==> src/rtl/mem_port_arbiter_pkg.sv <==
// Shared types and widths for the memory port arbiter slice.
//   WORD_W / ADDR_W : memory data and address widths
//   arb_state_t     : arbiter FSM states
//   owner_t         : which requester owns the current access
package proc_pkg;

    localparam int WORD_W = 8;
    localparam int ADDR_W = 8;

    typedef enum logic [1:0] {
        IDLE   = 2'd0,
        ACCESS = 2'd1,
        WAIT   = 2'd2,
        RESP   = 2'd3
    } arb_state_t;

    typedef enum logic {
        OWN_F = 1'b0,
        OWN_D = 1'b1
    } owner_t;

endpackage

==> src/rtl/mem_port_arbiter_if.sv <==
// Bundle of the fetch port, data port and memory pins around the arbiter.
//   f_*   : instruction-fetch requester (req/addr in, gnt/valid/rdata out)
//   d_*   : load/store requester (req/we/addr/wdata in, gnt/valid/rdata out)
//   mem_* : single shared memory (enable/write/addr/wdata out, rdata in)
// Modports: slave = arbiter side, master = requester/memory side.
interface mem_port_arbiter_if;
    import proc_pkg::*;

    logic              f_req;
    logic [ADDR_W-1:0] f_addr;
    logic              f_gnt;
    logic              f_valid;
    logic [WORD_W-1:0] f_rdata;

    logic              d_req;
    logic              d_we;
    logic [ADDR_W-1:0] d_addr;
    logic [WORD_W-1:0] d_wdata;
    logic              d_gnt;
    logic              d_valid;
    logic [WORD_W-1:0] d_rdata;

    logic              mem_enable;
    logic              mem_write;
    logic [ADDR_W-1:0] mem_addr;
    logic [WORD_W-1:0] mem_wdata;
    logic [WORD_W-1:0] mem_rdata;

    modport slave (
        input  f_req, f_addr, d_req, d_we, d_addr, d_wdata, mem_rdata,
        output f_gnt, f_valid, f_rdata, d_gnt, d_valid, d_rdata,
               mem_enable, mem_write, mem_addr, mem_wdata
    );

    modport master (
        output f_req, f_addr, d_req, d_we, d_addr, d_wdata, mem_rdata,
        input  f_gnt, f_valid, f_rdata, d_gnt, d_valid, d_rdata,
               mem_enable, mem_write, mem_addr, mem_wdata
    );

endinterface

==> src/rtl/mem_port_arbiter_pick.sv <==
// Winner select with starvation protection for the fetch port.
//   clk, rst  : clock, async active-high reset
//   arb_en    : arbiter is in a state that may start a new access
//   f_req     : fetch request pending
//   d_req     : data request pending
//   grant_f   : fetch wins this edge
//   grant_d   : data wins this edge
// Data has priority until STARVE_MAX consecutive data grants were given
// while a fetch waited; then the fetch is forced through.
module arb_starve_pick #(
    parameter int unsigned STARVE_MAX = 3
) (
    input  logic clk,
    input  logic rst,
    input  logic arb_en,
    input  logic f_req,
    input  logic d_req,
    output logic grant_f,
    output logic grant_d
);

    localparam logic [3:0] CNT_MAX = 4'(STARVE_MAX);

    logic [3:0] starve_cnt;

    always_comb begin
        grant_f = 1'b0;
        grant_d = 1'b0;
        if (arb_en) begin
            if (d_req && !(f_req && starve_cnt == CNT_MAX)) begin
                grant_d = 1'b1;
            end else if (f_req) begin
                grant_f = 1'b1;
            end
        end
    end

    // Counts only data grants that overtook a waiting fetch.
    always_ff @(posedge clk or posedge rst) begin
        if (rst) begin
            starve_cnt <= '0;
        end else if (!f_req || grant_f) begin
            starve_cnt <= '0;
        end else if (grant_d && starve_cnt != CNT_MAX) begin
            starve_cnt <= starve_cnt + 4'd1;
        end
    end

endmodule

==> src/rtl/mem_port_arbiter.sv <==
// Arbiter sharing one memory between the fetch (F) and data (D) ports.
//   clk, rst : clock, async active-high reset
//   bus      : mem_port_arbiter_if.slave (F port, D port, memory pins)
//   busy     : FSM not in IDLE
// Optional (MEM_PORT_ARBITER_PERF_EN):
//   perf_clr : synchronous clear of the grant counters
//   f_cnt    : saturating count of F grants
//   d_cnt    : saturating count of D grants
// Parameters: MEM_LAT (1..7) read latency, STARVE_MAX (1..15).
module mem_port_arbiter
    import proc_pkg::*;
#(
    parameter int unsigned MEM_LAT    = 1,
    parameter int unsigned STARVE_MAX = 3
) (
    input  logic                clk,
    input  logic                rst,
    mem_port_arbiter_if.slave   bus,
    output logic                busy
`ifdef MEM_PORT_ARBITER_PERF_EN
    ,
    input  logic                perf_clr,
    output logic [7:0]          f_cnt,
    output logic [7:0]          d_cnt
`endif
);

    localparam logic [2:0] LAT_LOAD = 3'(MEM_LAT - 1);

    arb_state_t        state;
    owner_t            owner;
    logic              we_q;
    logic [ADDR_W-1:0] addr_q;
    logic [WORD_W-1:0] wdata_q;
    logic [WORD_W-1:0] f_rdata_q;
    logic [WORD_W-1:0] d_rdata_q;
    logic [2:0]        lat_cnt;

    logic arb_en;
    logic grant_f;
    logic grant_d;

    assign arb_en = (state == IDLE) || (state == RESP);

    arb_starve_pick #(.STARVE_MAX(STARVE_MAX)) u_pick (
        .clk     (clk),
        .rst     (rst),
        .arb_en  (arb_en),
        .f_req   (bus.f_req),
        .d_req   (bus.d_req),
        .grant_f (grant_f),
        .grant_d (grant_d)
    );

    always_ff @(posedge clk or posedge rst) begin
        if (rst) begin
            state     <= IDLE;
            owner     <= OWN_F;
            we_q      <= 1'b0;
            addr_q    <= '0;
            wdata_q   <= '0;
            lat_cnt   <= '0;
            f_rdata_q <= '0;
            d_rdata_q <= '0;
        end else begin
            case (state)
                // RESP re-arbitrates so back-to-back accesses skip IDLE.
                IDLE, RESP: begin
                    if (grant_d) begin
                        state   <= ACCESS;
                        owner   <= OWN_D;
                        we_q    <= bus.d_we;
                        addr_q  <= bus.d_addr;
                        wdata_q <= bus.d_wdata;
                    end else if (grant_f) begin
                        state  <= ACCESS;
                        owner  <= OWN_F;
                        we_q   <= 1'b0;
                        addr_q <= bus.f_addr;
                    end else begin
                        state <= IDLE;
                    end
                end
                ACCESS: begin
                    if (we_q) begin
                        state <= RESP;
                    end else begin
                        state   <= WAIT;
                        lat_cnt <= LAT_LOAD;
                    end
                end
                WAIT: begin
                    if (lat_cnt == '0) begin
                        if (owner == OWN_D) begin
                            d_rdata_q <= bus.mem_rdata;
                        end else begin
                            f_rdata_q <= bus.mem_rdata;
                        end
                        state <= RESP;
                    end else begin
                        lat_cnt <= lat_cnt - 3'd1;
                    end
                end
                default: state <= IDLE;
            endcase
        end
    end

    assign bus.f_gnt      = (state == ACCESS) && (owner == OWN_F);
    assign bus.d_gnt      = (state == ACCESS) && (owner == OWN_D);
    assign bus.f_valid    = (state == RESP) && (owner == OWN_F);
    assign bus.d_valid    = (state == RESP) && (owner == OWN_D);
    assign bus.f_rdata    = f_rdata_q;
    assign bus.d_rdata    = d_rdata_q;
    assign bus.mem_enable = (state == ACCESS);
    assign bus.mem_write  = (state == ACCESS) && we_q;
    assign bus.mem_addr   = addr_q;
    assign bus.mem_wdata  = wdata_q;
    assign busy           = (state != IDLE);

`ifdef MEM_PORT_ARBITER_PERF_EN
    always_ff @(posedge clk or posedge rst) begin
        if (rst) begin
            f_cnt <= '0;
            d_cnt <= '0;
        end else if (perf_clr) begin
            f_cnt <= '0;
            d_cnt <= '0;
        end else if (state == ACCESS) begin
            if (owner == OWN_F && f_cnt != '1) begin
                f_cnt <= f_cnt + 8'd1;
            end
            if (owner == OWN_D && d_cnt != '1) begin
                d_cnt <= d_cnt + 8'd1;
            end
        end
    end
`endif

endmodule

==> src/flat_wrapper.sv <==
// flat-port wrapper written by rule: the top's interface ports become plain ports
module mem_port_arbiter_flat import proc_pkg::*;
#(
    parameter int unsigned MEM_LAT    = 1,
    parameter int unsigned STARVE_MAX = 3
)
  (clk, rst, busy, bus_f_req, bus_f_addr, bus_d_req, bus_d_we, bus_d_addr, bus_d_wdata, bus_mem_rdata, bus_f_gnt, bus_f_valid, bus_f_rdata, bus_d_gnt, bus_d_valid, bus_d_rdata, bus_mem_enable, bus_mem_write, bus_mem_addr, bus_mem_wdata);
  mem_port_arbiter_if bus_i ();
  input  logic clk;
  input  logic rst;
  output logic busy;
  input wire logic [$bits(bus_i.f_req)-1:0] bus_f_req;
  input wire logic [$bits(bus_i.f_addr)-1:0] bus_f_addr;
  input wire logic [$bits(bus_i.d_req)-1:0] bus_d_req;
  input wire logic [$bits(bus_i.d_we)-1:0] bus_d_we;
  input wire logic [$bits(bus_i.d_addr)-1:0] bus_d_addr;
  input wire logic [$bits(bus_i.d_wdata)-1:0] bus_d_wdata;
  input wire logic [$bits(bus_i.mem_rdata)-1:0] bus_mem_rdata;
  output wire logic [$bits(bus_i.f_gnt)-1:0] bus_f_gnt;
  output wire logic [$bits(bus_i.f_valid)-1:0] bus_f_valid;
  output wire logic [$bits(bus_i.f_rdata)-1:0] bus_f_rdata;
  output wire logic [$bits(bus_i.d_gnt)-1:0] bus_d_gnt;
  output wire logic [$bits(bus_i.d_valid)-1:0] bus_d_valid;
  output wire logic [$bits(bus_i.d_rdata)-1:0] bus_d_rdata;
  output wire logic [$bits(bus_i.mem_enable)-1:0] bus_mem_enable;
  output wire logic [$bits(bus_i.mem_write)-1:0] bus_mem_write;
  output wire logic [$bits(bus_i.mem_addr)-1:0] bus_mem_addr;
  output wire logic [$bits(bus_i.mem_wdata)-1:0] bus_mem_wdata;
  assign bus_i.f_req = bus_f_req;
  assign bus_i.f_addr = bus_f_addr;
  assign bus_i.d_req = bus_d_req;
  assign bus_i.d_we = bus_d_we;
  assign bus_i.d_addr = bus_d_addr;
  assign bus_i.d_wdata = bus_d_wdata;
  assign bus_i.mem_rdata = bus_mem_rdata;
  assign bus_f_gnt = bus_i.f_gnt;
  assign bus_f_valid = bus_i.f_valid;
  assign bus_f_rdata = bus_i.f_rdata;
  assign bus_d_gnt = bus_i.d_gnt;
  assign bus_d_valid = bus_i.d_valid;
  assign bus_d_rdata = bus_i.d_rdata;
  assign bus_mem_enable = bus_i.mem_enable;
  assign bus_mem_write = bus_i.mem_write;
  assign bus_mem_addr = bus_i.mem_addr;
  assign bus_mem_wdata = bus_i.mem_wdata;
  mem_port_arbiter #(.MEM_LAT(MEM_LAT), .STARVE_MAX(STARVE_MAX)) u_core (.clk(clk), .rst(rst), .bus(bus_i), .busy(busy));
endmodule
==> config.mk <==
export PLATFORM = sky130hd
export DESIGN_NAME = mem_port_arbiter_flat
export DESIGN_NICKNAME = d
export VERILOG_FILES = /design/src/rtl/mem_port_arbiter_pkg.sv /design/src/rtl/mem_port_arbiter_if.sv /design/src/rtl/mem_port_arbiter_pick.sv /design/src/rtl/mem_port_arbiter.sv /design/src/flat_wrapper.sv
export SDC_FILE = /design/constraint.sdc
export NUM_CORES = 1
export LEC_CHECK = 0
export ABC_AREA = 1
export CAP_MARGIN = 20
export CORE_MARGIN = 8
export CORE_UTILIZATION = 47
export DETAILED_ROUTE_END_ITERATION = 10
export GPL_TIMING_DRIVEN = 0
export PLACE_DENSITY = 0.85
export SYNTH_ARGS = -nofsm -noshare
export SYNTH_HDL_FRONTEND = slang
export SYNTH_SLANG_ARGS = --single-unit
==> constraint.sdc <==
create_clock -name clk -period 4.1 [get_ports clk]
set_input_delay 0.41 -clock clk [delete_from_list [all_inputs] [get_ports clk]]
set_output_delay 0.41 -clock clk [all_outputs]
set_load 0.05 [all_outputs]
# --- After elaboration in Yosys (flattened, before gate mapping) ---
# Index checks and enable logic that the tools add are counted.
# W data, S select, Z words.
word_totals:
  register_bits: 43
  inputBits: 37
  output_inout_bits: 39
  wordCells: 64
classes:
  n_addsub: 2
  n_eq_ne: 8
  mux: 20
  n_bitwise: 1
  n_reduce_logical: 24
ops:
  columns: ["cell", "count"]
  rows:
  - ["$mux W8", 2]
  - ["$mux W1", 10]
  - ["$reduce_and A3 Y1", 3]
  - ["$logic_and A1 B1 Y1", 8]
  - ["$mux W4", 2]
  - ["$reduce_bool A2 Y1", 4]
  - ["$mux W3", 2]
  - ["$pmux W2 S3", 1]
  - ["$pmux W3 S2", 1]
  - ["$add A4 B1 Y4 const B", 1]
  - ["$eq A2 B2 Y1 const B", 2]
  - ["$eq A4 B2 Y1 const B", 1]
  - ["$mux W2", 2]
  - ["$ne A2 B2 Y1 const B", 2]
  - ["$ne A4 B2 Y1 const B", 1]
  - ["$reduce_and A2 Y1", 2]
  - ["$logic_not A3 Y1", 1]
  - ["$sub A3 B1 Y3 const B", 1]
  - ["$eq A2 B1 Y1 const B", 1]
  - ["$logic_not A1 Y1", 2]
  - ["$logic_not A2 Y1", 1]
  - ["$logic_or A1 B1 Y1", 2]
  - ["$ne A2 B1 Y1 const B", 1]
  - ["$reduce_or A2 Y1", 1]
  - ["$not A1 Y1", 1]

# --- Logic depth before layout (Yosys ltp) ---
logic_depth:
  ltp_word: 9
  mapped_depth: 9

# --- Modules after synthesis ---
# A second synthesis with hierarchy kept.
unflattened:
  hier_cells: 256
  area_unflattened_um2: 2088.3
by_module_without_submodules:
  columns: ["mod", "n_inst", "cells_per_inst", "area_per_inst_um2", "seq_area_each_um2"]
  rows:
  - ["mem_port_arbiter", 1, 219, 1795.5, 975.9]
  - ["arb_starve_pick", 1, 37, 292.8, 100.1]

# --- Worst setup path after synthesis ---
# OpenSTA, ideal clock, no wires.
synth_path:
  path_kind: "register to output"
  from: "reg u_core.state[1]"
  to: "out bus_f_gnt"
  arrival_ns: 1.704
  required_ns: 3.690
  path_slack_ns: 1.986
  stages_incl_launch_ff: 5
  n_path_buf: 0
  path_cell_list: "dfrtp_1 > inv_1 > ha_1 > inv_1 > nor2_1"
synth_between:
  elab_chain_cells: 2
synth_lines:
  columns: ["element", "line_no", "text"]
  rows:
  - ["start, declared", "mem_port_arbiter.sv:30", "arb_state_t state;"]
  - ["start signal, assigned", "mem_port_arbiter.sv:57", "state <= IDLE;"]
  - ["start signal, assigned", "mem_port_arbiter.sv:70", "state <= ACCESS;"]
  - ["start signal, assigned", "mem_port_arbiter.sv:76", "state <= ACCESS;"]
  - ["$eq A2 B1 Y1", null, null]
  - ["net bus_mem_enable", "flat_wrapper.sv:25", "output wire logic [$bits(bus_i.mem_enable)-1:0] bus_mem_enable;"]
  - ["$logic_and A1 B1 Y1", "mem_port_arbiter.sv:109", "assign bus.f_gnt = (state == ACCESS) && (owner == OWN_F);"]
  - ["end, declared", "flat_wrapper.sv:19", "output wire logic [$bits(bus_i.f_gnt)-1:0] bus_f_gnt;"]
# The timed path passes the listed nets, and every way through them passes these cells.

# --- Final worst setup path ---
layout_path:
  from: "reg u_core.state[1]"
  to: "out bus_mem_write"
layout_between:
  elab_chain_cells: 2
layout_lines:
  columns: ["element", "line_no", "text"]
  rows:
  - ["$eq A2 B1 Y1", "mem_port_arbiter.sv:116", "assign bus.mem_write = (state == ACCESS) && we_q;"]
  - ["$logic_and A1 B1 Y1", "mem_port_arbiter.sv:116", null]
  - ["end, declared", "flat_wrapper.sv:26", "output wire logic [$bits(bus_i.mem_write)-1:0] bus_mem_write;"]
# No other way between the ends.

==> flow_metrics.py <==
metrics = {
    "critical_path": {
        "worst_ep_arrival_time_ns": 2.02,
        "slowest_delay_ns": 0.80,
        "worstSetupPathDepth": 5,
        "path_max_fanout": 4,
        "crit_chain": "inv_1 -> ha_1 -> nand2_1 -> inv_1 -> clkdlybuf4s50_1",
        "crit_slowest_cell": "clkdlybuf4s50_1",
        "path_delay_family": "buffers and inverters",
        "endpoint_kind": "output pin",
        "path_class": "register to output pin",
        "startpoint_type": "register",
        "cpMostUsedCell": "inv_1",
        "required_ns": 3.69,
        "rr_worst_depth": 9,
        "reg2reg_slack_ns": 2.41,
        "worst-path-buf-inv": 3,
    },
    "yosys": {
        "netlist-cell-type-count": 23,
        "seq_area_frac_synth_pct": 54.2,
        "async_reset_ff_share_pct": 100,
        "netlist_top_cells_count": "nand2_1, dfrtp_1, inv_1",
        "yosysWarnings": 0,
        "synth.most_common_cell": "nand2_1",
        "post_synth_inst_count": 225,
        "yosysTopAreaCell": "dfrtp_1",
        "yosysTopAreaCellShare_pct": 54.2,
        "syn_area_um2": 1980,
        "synth_edf_count": 0,
        "synth.avg_cell_area_um2": 8.82,
        "synth_top_flop_cell": "dfrtp_1",
        "syn-num-nets": 269,
        "synth_top_cells_by_area": "dfrtp_1, nand2_1, inv_1",
        "yosys_register_bits": 43,
    },
    "drt": {
        "routed_via_density": 4.96,
        "routed_wl_um": 5110,
        "ant_nets": 0,
        "first_iter_violations": 77,
        "num_vias": 1776,
        "wl_per_cell_um": 14.3,
        "drt_first_pass_iters": 4,
        "drc": 0,
    },
    "clock_tree": {
        "ctsHoldBuffers": 0,
        "cts.sinks": 43,
        "cts_root_buf": "clkbuf_8",
        "numCtsBuffers": 5,
        "postCtsSetupBuffers": 0,
        "clk_latency_ns": 0.30,
        "cts_max_level": 2,
        "clk_pin_slew_ns": 0.08,
        "postCtsResizedCells": 0,
        "cts_tree": "built",
        "cts_buffer_depth": 2,
    },
    "grt": {
        "grt_pass1_wl_um": 8370,
        "grt_start_max_net_pins": 44,
        "antenna_found_initial": 0,
        "grt_pass1_vias": 1819,
        "grt_overflow": 0,
        "track_usage_pct": 16.2,
    },
    "cells_and_area": {
        "nets": 351,
        "final_util_pct": 72.2,
        "drive_above_1_share_pct": 8.44,
        "syn2layout_area_growth_pct": 46.7,
        "fill_cells": 290,
        "multi_input_area_um2": 736,
        "antenna-diode-count": 0,
        "ff_latch_area_um2": 1080,
    },
    "timing": {
        "worstMarginPinSlew_ns": 0.874,
        "final.setup.tns_ns": 0,
        "rsz0062_at_grt": "false",
        "period_share_pct": 59.2,
        "hold_violations": 0,
        "drv_slew": 0,
        "period_needed_ns": 2.43,
        "max_freq_mhz": 412,
        "finClkSkew_ns": 0.00908,
        "slew_headroom_pct": 41.6,
        "finalSetupViolCount": 0,
    },
    "floorplanning": {
        "initial_core_util_pct": 49.3,
        "design.die.area_um2": 6560,
        "die_w_um": 81.0,
        "fp.dieH_um": 81.0,
        "ios": 76,
        "rows": 23,
        "core_um2": 4030,
    },
    "placement": {
        "port-buffer-count": 75,
        "dpl.hpwl_um": 3860,
        "gp_congestion": 0.785,
    },
    "power_and_ir_drop": {
        "p_leak_uw": 0.00144,
        "power_density_nw_per_um2": 930,
        "vdd_ir_drop_max_mv": 0.524,
    },
    "min_path": {
        "hold_class": "register to register",
        "holdPathStages": 2,
    },
    "run_status": {
        "run_status": "finished, final reports clean",
    },
    "run": {
        "maxCapViolCount": 0,
    },
}
## cell type report
class                   count  area share, %
clock inverters             3           1.50
clock buffers               5           2.36
flip-flops and latches     43           37.0
repair buffers             75           25.8
multi-input cells         144           25.3
plain buffers               5           1.50
inverters                  33           4.43
well taps                  50           2.15
## power breakdown
part | switching [µW] | internal, µW | total, µW
logic | 1120 | 533 | 1660
clock network | 151 | 181 | 333
registers | 107 | 609 | 717
total | 1380 | 1320 | 2710
## cell families after synthesis
kind of cell    Yosys count  share of synthesized area (%)
buf+inv                  38                           8.70
flops                    43                           54.2
fa+ha+maj                 7                           4.41
compound gates           26                           7.38
xor+xnor                  1                          0.441
simple gates            110                           24.8
## path summary, 6_finish.rpt
| path | startpoint | endpoint |
|---|---|---|
| max | u_core.state[1] | bus_mem_write |
| min | u_core.bus.mem_wdata[2] | u_core.bus.mem_wdata[2] |
| max reg2reg | u_core.state[0] | u_core.we_q |
| min reg2reg | u_core.bus.mem_wdata[2] | u_core.bus.mem_wdata[2] |
| max in group asynchronous | rst | u_core.bus.f_rdata[6] |
| min in group asynchronous | rst | u_core.bus.d_rdata[6] |
## registers in the layout (all words and copies together) (netlist names)
name                      count
u_core.bus.mem_addr           8
u_core.u_pick.starve_cnt      4
u_core.bus.f_rdata            8
u_core.we_q                   1
u_core.bus.mem_wdata          8
u_core.bus.d_rdata            8
u_core.lat_cnt                3
u_core.state                  2
u_core.owner                  1
## stage by stage
| step | std cells | setup slack (ns) | cell area, µm² | total power [µW] | hold slack, ns |
|---|---|---|---|---|---|
| CTS | 358 | 1.65 | 2910 | 2730 | 0.487 |
| floorplan | 225 | 1.99 | 1980 | 1830 | 0.449 |
| global route | 358 | 1.54 | 2910 | 2870 | 0.514 |
| detailed placement | 350 | 1.98 | 2800 | 2390 | 0.465 |
| finish | 358 | 1.67 | 2910 | 2710 | 0.481 |
| global placement | 350 | 1.83 | 2800 | 2350 | 0.461 |
## metal layers
metal | wire length (µm) | track usage [%]
met1 | 2020 | 19.1
met2 | 2650 | 27.7
met3 | 391 | 4.42
met4 | 53 | 5.36
met5 | 0 | 0
## worst min-delay path, cell delays in order (launching register included)
cell and delay (ns):
dfrtp_1 0.35, nand2_1 0.05, nand2_1 0.05
## layout by cell type, fill, tap and decap left out, types with 2 or more instances in the layout
cell / n
buf_2: 2
buf_6: 3
clkbuf_8: 5
clkdlybuf4s50_1: 75
dfrtp_1: 43
ha_1: 7
inv_1: 30
inv_2: 2
nand2_1: 74
nand2_2: 2
nand3_1: 23
nand3_2: 2
nor2_1: 4
nor2_2: 2
o21ai_0: 19
o22ai_1: 3
Note: power is estimated with default switching activity, not from simulation.
